===== config.mk =====
export PLATFORM = sky130hd
export DESIGN_NAME = ram_arbiter
export DESIGN_NICKNAME = d
export VERILOG_FILES = /design/src/rtl/ram_arbiter.sv
export SDC_FILE = /design/constraint.sdc
export NUM_CORES = 1
export LEC_CHECK = 0
export BUFFER_PORTS_ARGS = -buffer_cell sky130_fd_sc_hd__buf_2
export CAP_MARGIN = 10
export CORE_MARGIN = 2
export CORE_UTILIZATION = 44
export CTS_BUF_LIST = sky130_fd_sc_hd__clkbuf_4
export DETAILED_ROUTE_END_ITERATION = 16
export GPL_ROUTABILITY_DRIVEN = 1
export HOLD_SLACK_MARGIN = 0.03
export PLACE_DENSITY = 0.73
export SLEW_MARGIN = 30
export SYNTH_ARGS = -nofsm -noshare
export SYNTH_HDL_FRONTEND = slang
export SYNTH_SLANG_ARGS = --single-unit

===== constraint.sdc =====
create_clock -name clk -period 2.55 [get_ports clk]
set_input_delay 0.3825 -clock clk [delete_from_list [all_inputs] [get_ports clk]]
set_output_delay 0.3825 -clock clk [all_outputs]
set_load 0.02 [all_outputs]

===== src/rtl/ram_arbiter.sv =====
// ram_arbiter: shares one byte-wide RAM port between instruction fetch and the MEM
// stage, moving 1/2/4-byte little-endian transfers one byte per cycle.
module ram_arbiter #(
  parameter int ADDR_WIDTH = 32
) (
  input  logic                  clk,
  input  logic                  rst,
  input  logic                  rdy,
  input  logic                  if_req,
  input  logic [ADDR_WIDTH-1:0] if_addr,
  output logic                  if_done,
  output logic [31:0]           if_data,
  input  logic                  mem_req,
  input  logic                  mem_we,
  input  logic [ADDR_WIDTH-1:0] mem_addr,
  input  logic [1:0]            mem_len,
  input  logic [31:0]           mem_wdata,
  output logic                  mem_done,
  output logic [31:0]           mem_rdata,
  output logic [ADDR_WIDTH-1:0] ram_addr,
  output logic                  ram_wr,
  output logic [7:0]            ram_dout,
  input  logic [7:0]            ram_din,
  output logic                  busy
);

  localparam logic [1:0] IDLE = 2'd0;
  localparam logic [1:0] RD   = 2'd1;
  localparam logic [1:0] WR   = 2'd2;
  localparam logic [1:0] DONE = 2'd3;

  localparam logic OWN_IF  = 1'b0;
  localparam logic OWN_MEM = 1'b1;

  logic [1:0]            state_q, state_d;
  logic                  owner_q, owner_d;
  logic [2:0]            len_q, len_d;    // transfer length in bytes: 1, 2 or 4
  logic [2:0]            cnt_q, cnt_d;    // RD: edges since grant; WR: byte on the bus
  logic [ADDR_WIDTH-1:0] base_q, base_d;
  logic [31:0]           wdata_q, wdata_d;
  logic [31:0]           rbuf_q, rbuf_d;
  logic [1:0]            cap_idx;

  logic [ADDR_WIDTH-1:0] ram_addr_q, ram_addr_d;
  logic                  ram_wr_q, ram_wr_d;
  logic [7:0]            ram_dout_q, ram_dout_d;
  logic                  if_done_q, if_done_d;
  logic [31:0]           if_data_q, if_data_d;
  logic                  mem_done_q, mem_done_d;
  logic [31:0]           mem_rdata_q, mem_rdata_d;
  logic                  busy_q, busy_d;

  function automatic logic [2:0] len_bytes(input logic [1:0] len);
    case (len)
      2'b00:   return 3'd1;
      2'b01:   return 3'd2;
      default: return 3'd4;
    endcase
  endfunction

  function automatic logic [7:0] byte_of(input logic [31:0] w, input logic [1:0] k);
    return w[{k, 3'b000} +: 8];
  endfunction

  always_comb begin
    // NOTE: every variable gets a default before the case so no path leaves one unassigned (no latches).
    state_d     = state_q;
    owner_d     = owner_q;
    len_d       = len_q;
    cnt_d       = cnt_q;
    base_d      = base_q;
    wdata_d     = wdata_q;
    rbuf_d      = rbuf_q;
    ram_addr_d  = ram_addr_q;
    ram_dout_d  = ram_dout_q;
    if_data_d   = if_data_q;
    mem_rdata_d = mem_rdata_q;
    ram_wr_d    = 1'b0;
    if_done_d   = 1'b0;
    mem_done_d  = 1'b0;
    cap_idx     = 2'(cnt_q - 3'd2);

    case (state_q)
      IDLE: begin
        if (mem_req) begin
          owner_d    = OWN_MEM;
          base_d     = mem_addr;
          len_d      = len_bytes(mem_len);
          wdata_d    = mem_wdata;
          rbuf_d     = '0;
          ram_addr_d = mem_addr;
          if (mem_we) begin
            state_d    = WR;
            cnt_d      = 3'd0;
            ram_dout_d = mem_wdata[7:0];
            ram_wr_d   = 1'b1;
          end else begin
            state_d = RD;
            cnt_d   = 3'd1;
          end
        end else if (if_req) begin
          owner_d    = OWN_IF;
          base_d     = if_addr;
          len_d      = 3'd4;
          rbuf_d     = '0;
          ram_addr_d = if_addr;
          state_d    = RD;
          cnt_d      = 3'd1;
        end
      end

      RD: begin
        if (owner_q == OWN_IF && !if_req) begin
          state_d = IDLE;
        end else begin
          cnt_d = cnt_q + 3'd1;
          if (cnt_q < len_q) ram_addr_d = base_q + ADDR_WIDTH'(cnt_q);
          // RAM returns a byte one cycle after sampling its address, hence the two-edge lag.
          if (cnt_q >= 3'd2) rbuf_d[{cap_idx, 3'b000} +: 8] = ram_din;
          if (cnt_q == len_q + 3'd1) begin
            state_d = DONE;
            if (owner_q == OWN_IF) begin
              if_data_d = rbuf_d;
              if_done_d = 1'b1;
            end else begin
              mem_rdata_d = rbuf_d;
              mem_done_d  = 1'b1;
            end
          end
        end
      end

      WR: begin
        // A byte counts as written only once it was on the bus with ram_wr high across an
        // active edge; after a stall the same byte is presented again.
        if (!ram_wr_q) begin
          ram_wr_d = 1'b1;
        end else if (cnt_q == len_q - 3'd1) begin
          state_d    = DONE;
          mem_done_d = 1'b1;
        end else begin
          cnt_d      = cnt_q + 3'd1;
          ram_addr_d = base_q + ADDR_WIDTH'(cnt_q + 3'd1);
          ram_dout_d = byte_of(wdata_q, 2'(cnt_q + 3'd1));
          ram_wr_d   = 1'b1;
        end
      end

      default: state_d = IDLE;
    endcase

    busy_d = (state_d != IDLE);
  end

  // NOTE: sequential state uses non-blocking assignments so all registers update together.
  always_ff @(posedge clk or negedge rst) begin
    if (!rst) begin
      state_q     <= IDLE;
      owner_q     <= OWN_IF;
      len_q       <= '0;
      cnt_q       <= '0;
      base_q      <= '0;
      wdata_q     <= '0;
      rbuf_q      <= '0;
      ram_addr_q  <= '0;
      ram_wr_q    <= 1'b0;
      ram_dout_q  <= '0;
      if_done_q   <= 1'b0;
      if_data_q   <= '0;
      mem_done_q  <= 1'b0;
      mem_rdata_q <= '0;
      busy_q      <= 1'b0;
    end else if (rdy) begin
      state_q     <= state_d;
      owner_q     <= owner_d;
      len_q       <= len_d;
      cnt_q       <= cnt_d;
      base_q      <= base_d;
      wdata_q     <= wdata_d;
      rbuf_q      <= rbuf_d;
      ram_addr_q  <= ram_addr_d;
      ram_wr_q    <= ram_wr_d;
      ram_dout_q  <= ram_dout_d;
      if_done_q   <= if_done_d;
      if_data_q   <= if_data_d;
      mem_done_q  <= mem_done_d;
      mem_rdata_q <= mem_rdata_d;
      busy_q      <= busy_d;
    end else begin
      ram_wr_q <= 1'b0;
    end
  end

  assign ram_addr  = ram_addr_q;
  assign ram_wr    = ram_wr_q;
  assign ram_dout  = ram_dout_q;
  assign if_done   = if_done_q;
  assign if_data   = if_data_q;
  assign mem_done  = mem_done_q;
  assign mem_rdata = mem_rdata_q;
  assign busy      = busy_q;

endmodule


* After elaboration in Yosys (flattened, before gate mapping) *
Cells that the tools add are included.

cells by class
  add/subtract/negate cells = 8
  magnitude comparators = 2
  equality and inequality tests = 12
  shifts and indexed selects = 3
  muxes and demuxes = 54
  bitwise operators = 2
  reductions and logical operators = 17

operators by type and width
  kind                                                                    number
  32-bit 2-to-1 mux                                                       10
  32-bit case mux with 3 select lines                                     1
  32-bit case mux with 2 select lines                                     1
  32-bit by 3-bit adder with 32-bit output                                1
  32-bit by 4-bit adder with 32-bit output                                1
  32-bit bitwise mux                                                      1
  8-bit 2-to-1 mux                                                        4
  8-bit by 7-bit variable shift with 32-bit output, first input constant  1
  32-bit by 6-bit variable part select with 8-bit output                  1
  8-bit by 7-bit variable part select with 32-bit output                  1
  3-bit 2-to-1 mux                                                        7
  1-bit 2-to-1 mux                                                        17
  8-bit case mux with 2 select lines                                      1
  2-bit 2-to-1 mux                                                        7
  2-bit != test, second input constant                                    6
  6-bit AND reduction                                                     2
  5-bit AND reduction                                                     2
  3-bit case mux with 3 select lines                                      1
  2-bit nonzero test                                                      4
  5-bit negator with 7-bit output                                         1
  7-bit AND reduction                                                     1
  3-bit by 1-bit adder with 3-bit output, second input constant           2
  3-bit == test                                                           2
  2-bit case mux with 3 select lines                                      1
  other kinds (17)                                                        22

word-level totals
  flip-flop bits (word level) = 213
  input bits = 112
  output and inout bits = 108
  word-level logic and storage cells = 113

* Depth between registers and ports, before layout *
Gate-level depths: netlist of run 1.

  depth in word-level cells = 7
  mapped depth = 12

* Least setup slack after synthesis of run 1 *
No wires, ideal clock.

  path type = reg-to-reg
  start point = reg cnt_q[0]
  end point = reg rbuf_q[0]
  library setup time = 0.067 ns
  data arrival time = 2.519 ns
  data required time = 2.483 ns
  setup slack = -0.037 ns
  cell stages (with the launch flop) = 8
  cells stage by stage = dfrtp_1 clkbuf_1 inv_1 ha_1 buf_1 nand2_1 nor4_1 a22o_1

on the way
  word-level cells in the longest chain between the ends = 7
  elaborated cells between the ends (all ways) = 9

RTL lines
  item                                                                                                                        RTL line  source
  from (decl)                                                                                                                 38        logic [2:0] cnt_q, cnt_d;
  from (signal assigned)                                                                                                      177       cnt_q <= cnt_d;
  2-bit subtractor                                                                                                            81        cap_idx = 2'(cnt_q - 3'd2);
  5-bit negator with 7-bit output                                                                                             119       if (cnt_q >= 3'd2) rbuf_d[{cap_idx, 3'b000} +: 8] = ram_din;
  8-bit by 7-bit variable part select with 32-bit output or 8-bit by 7-bit variable shift with 32-bit output (tied branches)  119
  32-bit bitwise mux                                                                                                          119
  32-bit 2-to-1 mux (*)                                                                                                       119
  32-bit 2-to-1 mux (*)                                                                                                       113       if (owner_q == OWN_IF && !if_req) begin
  32-bit case mux with 2 select lines (*)                                                                                     83        case (state_q)
  to (signal assigned)                                                                                                        180       rbuf_q <= rbuf_d;
  to (decl)                                                                                                                   41        logic [31:0] rbuf_q, rbuf_d;

Mark *: on every way between the ends. The rest lies on a longest branch, timed or not. The select of a mux whose other input is x is not followed.
A chain may end at the register's enable or synchronous reset.

* Worst setup path in the final report of run 1 *
Same ends and word-level chain as after synthesis.

==> metrics.md, run 1 <==
| Metric | Value |
|---|---|
| Most frequent cells after synthesis | `dfrtp_1, nand2_1, o21ai_0` |
| CTS tree | `yes` |
| Crit path largest cell delay | `about 720 ps` |
| Critical Path RT | `between 3000 and 4000 ps` |
| Post-layout instance area | `14,500 um^2` |
| Synth warn | `0` |
| Fin worst setup slack | `90.2 ps` |
| Worst setup path category | `reg2reg` |
| Sequential element share of the synthesized area | `0.486` |
| Port Buf Inserts | `~220` |
| Hold Vio Cnt, Final | `0` |
| Number of global-route vias before repair | `between 10k and 15k` |
| Dpl hpwl | `roughly 23,000 um` |
| P_sw | `between 6 and 7 mW` |
| Cell Area, Placed | `roughly 13,000 um^2` |
| Syn nets | `roughly 1.2k` |
| Top_reg_cell synth | `dfrtp_1` |
| Top-count cell post-synth | `dfrtp_1` |
| Post-DR vias/cell | `5.58` |
| Post-synth ARST share | `1.00` |
| Pins Over Slew Limit | `0` |
| EDFF count, synth | `0` |
| Largest net degree at the start of global routing | `68` |
| First-pass GRT wire length | `53,700 um` |
| Vias | `a little over 10k` |
| Final cell count without fillers | `1,838` |
| Area delta synth->final | `31.9%` |
| DRC viols | `0` |
| Setup crit end | `rbuf_q[0]$_DFFE_PN0P_` |
| Total Wirelength | `33,100 um` |
| Flops & latches, synth | `about 210` |
| CP top delay family | `simple AND/OR/NAND/NOR gates` |
| Fin crit period | `2460 ps` |
| Total core area | `roughly 24,000 um^2` |
| Crit path launch | `cnt_q[0]$_DFFE_PN0P_` |
| Initial DRC count | `around 1.0k` |
| Initial Util | `0.449` |
| Crit Path Max Fanout | `9` |
| H-tree depth | `2` |
| Finished Core Util | `0.593` |
| Die X | `between 150 and 200 um` |
| Sequential share of power | `0.338` |
| Placed cells | `1,653` |
| Initial antenna violation count | `3` |
| R2R Setup Slk | `90 ps` |
| Share of layout cells above drive strength 1 | `0.296` |
| Stages on worst setup path | `7` |
| Slew HR | `0.504` |
| CP cell instances | `inv_1 -> buf_4 -> ha_1 -> or3_1 -> nand2_1 -> nor4_2 -> a22o_1` |
| Crit Reg-Reg Endpoint | `rbuf_q[0]$_DFFE_PN0P_` |
| Root Buffer | `clkbuf_4` |
| Worst slack, placed | `a little under 100 ps` |
| CTS buffer count | `57` |
| Post-Synthesis Cells | `about 1.1k` |
| Die ar. | `26,200 um^2` |
| Clock latency on the worst-skew pair | `approximately 710 ps` |
| R2R depth | `7` |
| Average wire per standard cell | `approximately 18 um` |
| Critical R2R Launch | `cnt_q[0]$_DFFE_PN0P_` |
| Hold Crit Start | `mem_addr[30]` |
| Synth unique cells | `around 70` |
| Leakage power total | `between 6 and 7 nW` |
| Num Clock Sinks | `213` |
| Total congestion overflow | `0` |
| Post-CTS setup buffers | `0` |
| Avg Cell Area, Syn | `9.91 um^2` |
| Gpl congestion | `approximately 0.96` |
| Startpoint Class | `register` |
| Die H | `roughly 160 um` |
| Worst endpoint data arrival time | `3100 ps` |
| Worst setup EP type | `register` |
| Period utilization | `0.965` |
| Total track usage | `0.255` |
| Max_cap viols | `0` |
| Clock slew at reported path FFs | `approximately 60 ps` |
| Row Count | `57` |
| Comb power frac | `0.467` |
| Pre-antenna DRT Iters | `5` |
| Status | `completed` |
| Share of the synthesized area in the top cell type | `0.486` |
| PD cells | `1050 nW/um^2` |
| Synth area leader | `dfrtp_1` |
| Routed Antenna Nets | `0` |
| Fmax | `a little over 0.4 GHz` |
| Final setup viols | `0` |
| Slew @ Worst Pin | `around 740 ps` |
| Post-synthesis cell area | `11,000 um^2` |
| Sw frac | `0.416` |
| Final Skew | `60.4 ps` |
| Hold crit path type | `in2reg` |
| Pint | `roughly 8.9 mW` |
| # nets final | `about 1.6k` |
| Clk pwr share | `0.195` |
| I/O pin count | `220` |
| CP max-delay cell | `nor4_2` |
| Worst VDD drop | `0.473 mV` |
| Largest cells by area after synthesis | `dfrtp_1, o21ai_0, nand2_1, mux2i_1, mux2_2` |
| WP buf/inv | `2` |
| Clock Tree Buf Depth | `3` |
-- power by group through the flow --
stage | Sequential, mW | Clock, mW | Combinational [mW]
2_1_floorplan | 5.38 | 0 | 4.02
3_3_place_gp | 5.11 | 0 | 6.68
3_5_place_dp | 5.15 | 0 | 6.84
4_1_cts | 5.10 | 3.05 | 6.97
5_1_grt | 5.24 | 3.22 | 7.75
6_report | 5.14 | 2.96 | 7.09
-- state kept, by name (all words and copies together) (netlist names), 2 cells and up --
| name | cells |
|---|---|
| base_q | 32 |
| wdata_q | 32 |
| len_q | 3 |
| if_data | 32 |
| state_q | 2 |
| mem_rdata | 32 |
| cnt_q | 3 |
| rbuf_q | 32 |
| ram_addr | 32 |
| ram_dout | 8 |
-- final cells by class --
| type | instances | area [um^2] |
|---|---|---|
| clock buffers | 81 | 608 |
| multi-input cells | 801 | 5300 |
| inverters | 17 | 63.8 |
| flip-flops and latches | 213 | 5330 |
| well taps | 324 | 405 |
| fillers | 2097 | 9930 |
| clock inverters | 14 | 90.1 |
| repair buffers | 385 | 2660 |
| diodes | 3 | 7.51 |
-- tightest hold or removal path, stage by stage --
cell	delay, ps
buf_2	70
mux2i_1	80
o21ai_0	150
-- worst min-delay path by stage --
| stage | end | cells after the start |
|---|---|---|
| after CTS | base_q[30]$_DFFE_PN0P_ | 3 |
| after floorplan | base_q[0]$_DFFE_PN0P_ | 0 |
| after detailed placement | if_data[18]$_DFFE_PN0P_ | 1 |
| after global placement | if_data[17]$_DFFE_PN0P_ | 1 |
| after global routing | base_q[18]$_DFFE_PN0P_ | 3 |
| final | base_q[30]$_DFFE_PN0P_ | 3 |
-- metal layers --
metal	GRT usage	vias up	routed length, um	share of wire
met5	0	-	0	0
met4	0.114	0	1080	0.032
met3	0.0518	89	2490	0.075
met2	0.398	449	15100	0.46
met1	0.346	4900	14400	0.44
li1	-	4823	-	-
-- per-stage QoR --
step	setup TNS, ps	total power [mW]	hold WS (ps)
3_5_place_dp	0	12.0	433
6_report	0	15.2	82.2
3_3_place_gp	0	11.8	435
4_1_cts	0	15.1	30.5
2_1_floorplan	0	9.40	86.9
5_1_grt	-21.3	16.2	59.1
-- cells by family (layout without fill, tap and decap cells) --
family | Yosys count | count (layout) | share of synthesized area
other | 0 | 3 | 0
and+or+nand+nor | 334 | 334 | 0.148
muxes | 85 | 85 | 0.0908
xor gates and xnor gates | 17 | 17 | 0.0163
DFF | 213 | 213 | 0.486
AOI/OAI and AO/OA | 342 | 342 | 0.197
adders and majority gates | 23 | 23 | 0.0276
buffers and inverters | 92 | 497 | 0.0336
-- layout by cell type, fill, tap and decap left out, types with 4 or more instances in the layout --
cell type | netlist | routed
o21ai_1 | 7 | 6
nand3_1 | 19 | 18
o311ai_0 | 5 | 5
nand2_1 | 158 | 157
o21ai_0 | 137 | 136
dlygate4sd3_1 | 0 | 87
and2_1 | 17 | 15
buf_4 | 2 | 72
a21oi_1 | 58 | 57
o211a_1 | 4 | 4
mux4_2 | 8 | 8
a22o_1 | 41 | 41
ha_1 | 21 | 20
o211ai_1 | 8 | 8
a31oi_1 | 10 | 10
o41ai_1 | 5 | 5
inv_1 | 16 | 16
clkinv_1 | 1 | 11
xor2_1 | 5 | 5
nor2_1 | 32 | 32
a221oi_1 | 7 | 7
buf_2 | 12 | 218
nor3_1 | 13 | 13
buf_12 | 0 | 7
o31ai_1 | 17 | 17
a21o_1 | 4 | 4
mux2i_1 | 41 | 41
nand4_1 | 18 | 18
nand2b_1 | 4 | 4
or4_1 | 6 | 6
xnor2_1 | 10 | 10
clkbuf_4 | 0 | 81
mux2_2 | 36 | 36
dfrtp_1 | 213 | 213
and4_1 | 5 | 5
or3_1 | 4 | 4
nor4_1 | 7 | 6
and3_1 | 37 | 37
o22a_1 | 4 | 4
-- repair_timing --
action,in CTS,in global routing
resized for setup,0,8
endpoints found under the setup margin,0,13
endpoints found under the hold margin,150,0
hold buffers,87,0
No activity file was read; power rests on OpenSTA's default activity.
==> inputs of run 2 (changes only) <==
--- a/config.mk
+++ b/config.mk
@@ -8,12 +8,12 @@
 export BUFFER_PORTS_ARGS = -buffer_cell sky130_fd_sc_hd__buf_2
 export CAP_MARGIN = 10
 export CORE_MARGIN = 2
-export CORE_UTILIZATION = 44
+export CORE_UTILIZATION = 40
 export CTS_BUF_LIST = sky130_fd_sc_hd__clkbuf_4
 export DETAILED_ROUTE_END_ITERATION = 16
 export GPL_ROUTABILITY_DRIVEN = 1
 export HOLD_SLACK_MARGIN = 0.03
-export PLACE_DENSITY = 0.73
+export PLACE_DENSITY = 0.67
 export SLEW_MARGIN = 30
 export SYNTH_ARGS = -nofsm -noshare
 export SYNTH_HDL_FRONTEND = slang
==> metrics.md, run 2 (synthesis gave the netlist of run 1 again) <==
| Metric | Value |
|---|---|
| Max_cap viols | `0 (unchanged)` |
| Share of layout cells above drive strength 1 | `0.298 (+0.00239)` |
| Crit path largest cell delay | `430 ps (-290 ps)` |
| Pins Over Slew Limit | `0 (unchanged)` |
| DRC viols | `0 (unchanged)` |
| Slew HR | `0.642 (+0.138)` |
| Slew @ Worst Pin | `533 ps (-205 ps)` |
| WP buf/inv | `2 (unchanged)` |
| H-tree depth | `2 (unchanged)` |
| CTS buffer count | `58 (+1.8%)` |
| Final setup TNS | `0 ps (unchanged)` |
| Final setup viols | `0 (unchanged)` |
| Leakage power total | `6.93 nW (+0.31%)` |
| Fillers | `2,440 (+16%)` |
| Total Wirelength | `33,100 um (about the same)` |
| Post-DR vias/cell | `5.39 (-3.4%)` |
| Worst VDD drop | `0.458 mV (-3.2%)` |
| Worst endpoint data arrival time | `3040 ps (-60 ps)` |
| Critical Path RT | `3170 ps (-20 ps)` |
| Port Buf Inserts | `219 (unchanged)` |
| Fmax | `0.412 GHz (+1.4%)` |
| Hold crit path type | `in2reg` |
| First-pass GRT wire length | `52,900 um (-1.6%)` |
| # nets final | `1,614 (+0.25%)` |
| Initial Util | `0.407 (-0.0427)` |
| Clock latency on the worst-skew pair | `700 ps (about the same)` |
| Status | `completed` |
| Worst setup EP type | `register` |
| RSZ-0062 raised after global routing | `no` |
| CP max-delay cell | `nor2_1` |
| Vias | `10.0k (-2.2%)` |
| Storage element area | `5330 um^2 (unchanged)` |
| Total congestion overflow | `0 (unchanged)` |
| Period utilization | `0.951 (-0.0135)` |
| Die ar. | `28,700 um^2 (+9.7%)` |
| Clock slew at reported path FFs | `70 ps (about the same)` |
| Root Buffer | `clkbuf_4` |
| Startpoint Class | `register` |
| Post-layout instance area | `14,500 um^2 (+0.48%)` |
| CP top delay family | `simple AND/OR/NAND/NOR gates` |
| R2R depth | `8 (+1)` |
| Largest net degree at the start of global routing | `81 (+19%)` |
| Min-Delay Path Depth | `3 (unchanged)` |
| Multi-input logic area | `5330 um^2 (+0.47%)` |
| Total power | `15.2 mW (about the same)` |
| Hold Vio Cnt, Final | `0 (unchanged)` |
| CP cell instances | `inv_1 -> buf_4 -> ha_1 -> or3_1 -> and2_1 -> nand2_1 -> nor2_1 -> a22o_1` |
| Most frequent cells in the layout | `buf_2, dfrtp_1, nand2_1, o21ai_0, dlygate4sd3_1` |
| Area delta synth->final | `32.6%` |
| Average wire per standard cell | `17.8 um (-1.2%)` |
| Row Count | `60 (+5.3%)` |
| Most common cell after layout, fill and taps aside | `buf_2` |
| Die X | `170 um (+4.8%)` |
| Dpl hpwl | `22,800 um (+0.35%)` |
| Num Clock Sinks | `213 (unchanged)` |
| Worst setup path category | `reg2reg` |
| Number of global-route vias before repair | `9,937 (-3.9%)` |
| CTS tree | `yes` |
| I/O pin count | `220 (unchanged)` |
| Total core area | `27,000 um^2 (+10%)` |
| Initial DRC count | `763 (-24%)` |
| Gpl congestion | `1.01 (+5.3%)` |
| Final Skew | `34.6 ps (-25.9 ps)` |
| Clock Tree Buf Depth | `3 (unchanged)` |
| PD cells | `1040 nW/um^2 (-0.53%)` |
| Die H | `170 um (+4.8%)` |
| Initial antenna violation count | `1 (-2)` |
| Cell Area, Placed | `12,900 um^2 (about the same)` |
| Finished Core Util | `0.539 (-0.0538)` |
| Routed Antenna Nets | `0 (unchanged)` |
| Fin crit period | `2430 ps (-34.4 ps)` |
| Hold Slack | `70.2 ps (-12.1 ps)` |
| Stages on worst setup path | `8 (+1)` |
| Total track usage | `0.230 (-0.0256)` |
| Pre-antenna DRT Iters | `4 (-1)` |
| Crit Path Max Fanout | `10 (+1)` |
==> run 2: changes by cell type in the layout (fill, tap and decap cells not counted), moves of 2 or more <==
cell,change
and2_1,+2
buf_4,+2
and2_2,-2
clkbuf_4,+4
diode_2,-2
dlygate4sd3_1,+2
==> run 2: report_power, final <==
part	switching, mW	internal [mW]	total [mW]
logic	4.12	2.98	7.09
registers	0.766	4.34	5.11
clock network	1.46	1.52	2.98
total	6.34	8.84	15.2
==> run 2: worst reg2reg max path, cell delays in order (launching register included) <==
cell and delay (ps):
dfrtp_1 400, inv_1 160, buf_4 160, ha_1 260, or3_1 270, and2_1 360
nand2_1 80, nor2_1 430, a22o_1 240
==> run 2: per-layer routing <==
layer,vias to the layer above,wire length (um),part of all wire,track usage
met3,70,2330,0.070,0.0527
met1,4791,15100,0.46,0.320
li1,4835,-,-,-
met4,0,867,0.026,0.0836
met5,-,0,0,0
met2,344,14800,0.45,0.351
==> run 2: cell type report <==
class / count / area share
tap: 341 / 0.0294
clock buffer: 85 / 0.0439
clock inverter: 15 / 0.00491
sequential: 213 / 0.367
timing repair buffer: 388 / 0.184
multi-input combinational: 801 / 0.367
inverter: 17 / 0.00439
antenna: 1 / 0.000172
==> run 2: worst paths after layout <==
path                                     startpoint  slack (ps)                   endpoint
max                            cnt_q[0]$_DFFE_PN0P_         120     rbuf_q[22]$_DFFE_PN0P_
min                                    mem_addr[11]          70     base_q[11]$_DFFE_PN0P_
max in group asynchronous                       rst        1540    ram_addr[4]$_DFFE_PN0P_
min reg2reg                mem_rdata[5]$_DFFE_PN0P_         470   mem_rdata[5]$_DFFE_PN0P_
min in group asynchronous                       rst         200  mem_rdata[20]$_DFFE_PN0P_
max reg2reg                    cnt_q[0]$_DFFE_PN0P_         120     rbuf_q[22]$_DFFE_PN0P_
==> run 2: what timing repair did <==
item | 4_1_cts | 5_1_grt
setup buffers | 0 | 1
resized for setup | 0 | 9
setup endpoints to repair | 0 | 22
hold endpoints to repair | 225 | 1
hold buffers | 87 | 2
==> run 2: stage by stage <==
| step | worst slack (ps) | cells |
|---|---|---|
| final | 125 | 1861 |
| after global routing | 1.07 | 1861 |
| after CTS | 122 | 1857 |
| after detailed placement | 104 | 1670 |
| after global placement | 162 | 1670 |
| after floorplan | 70.6 | 1106 |
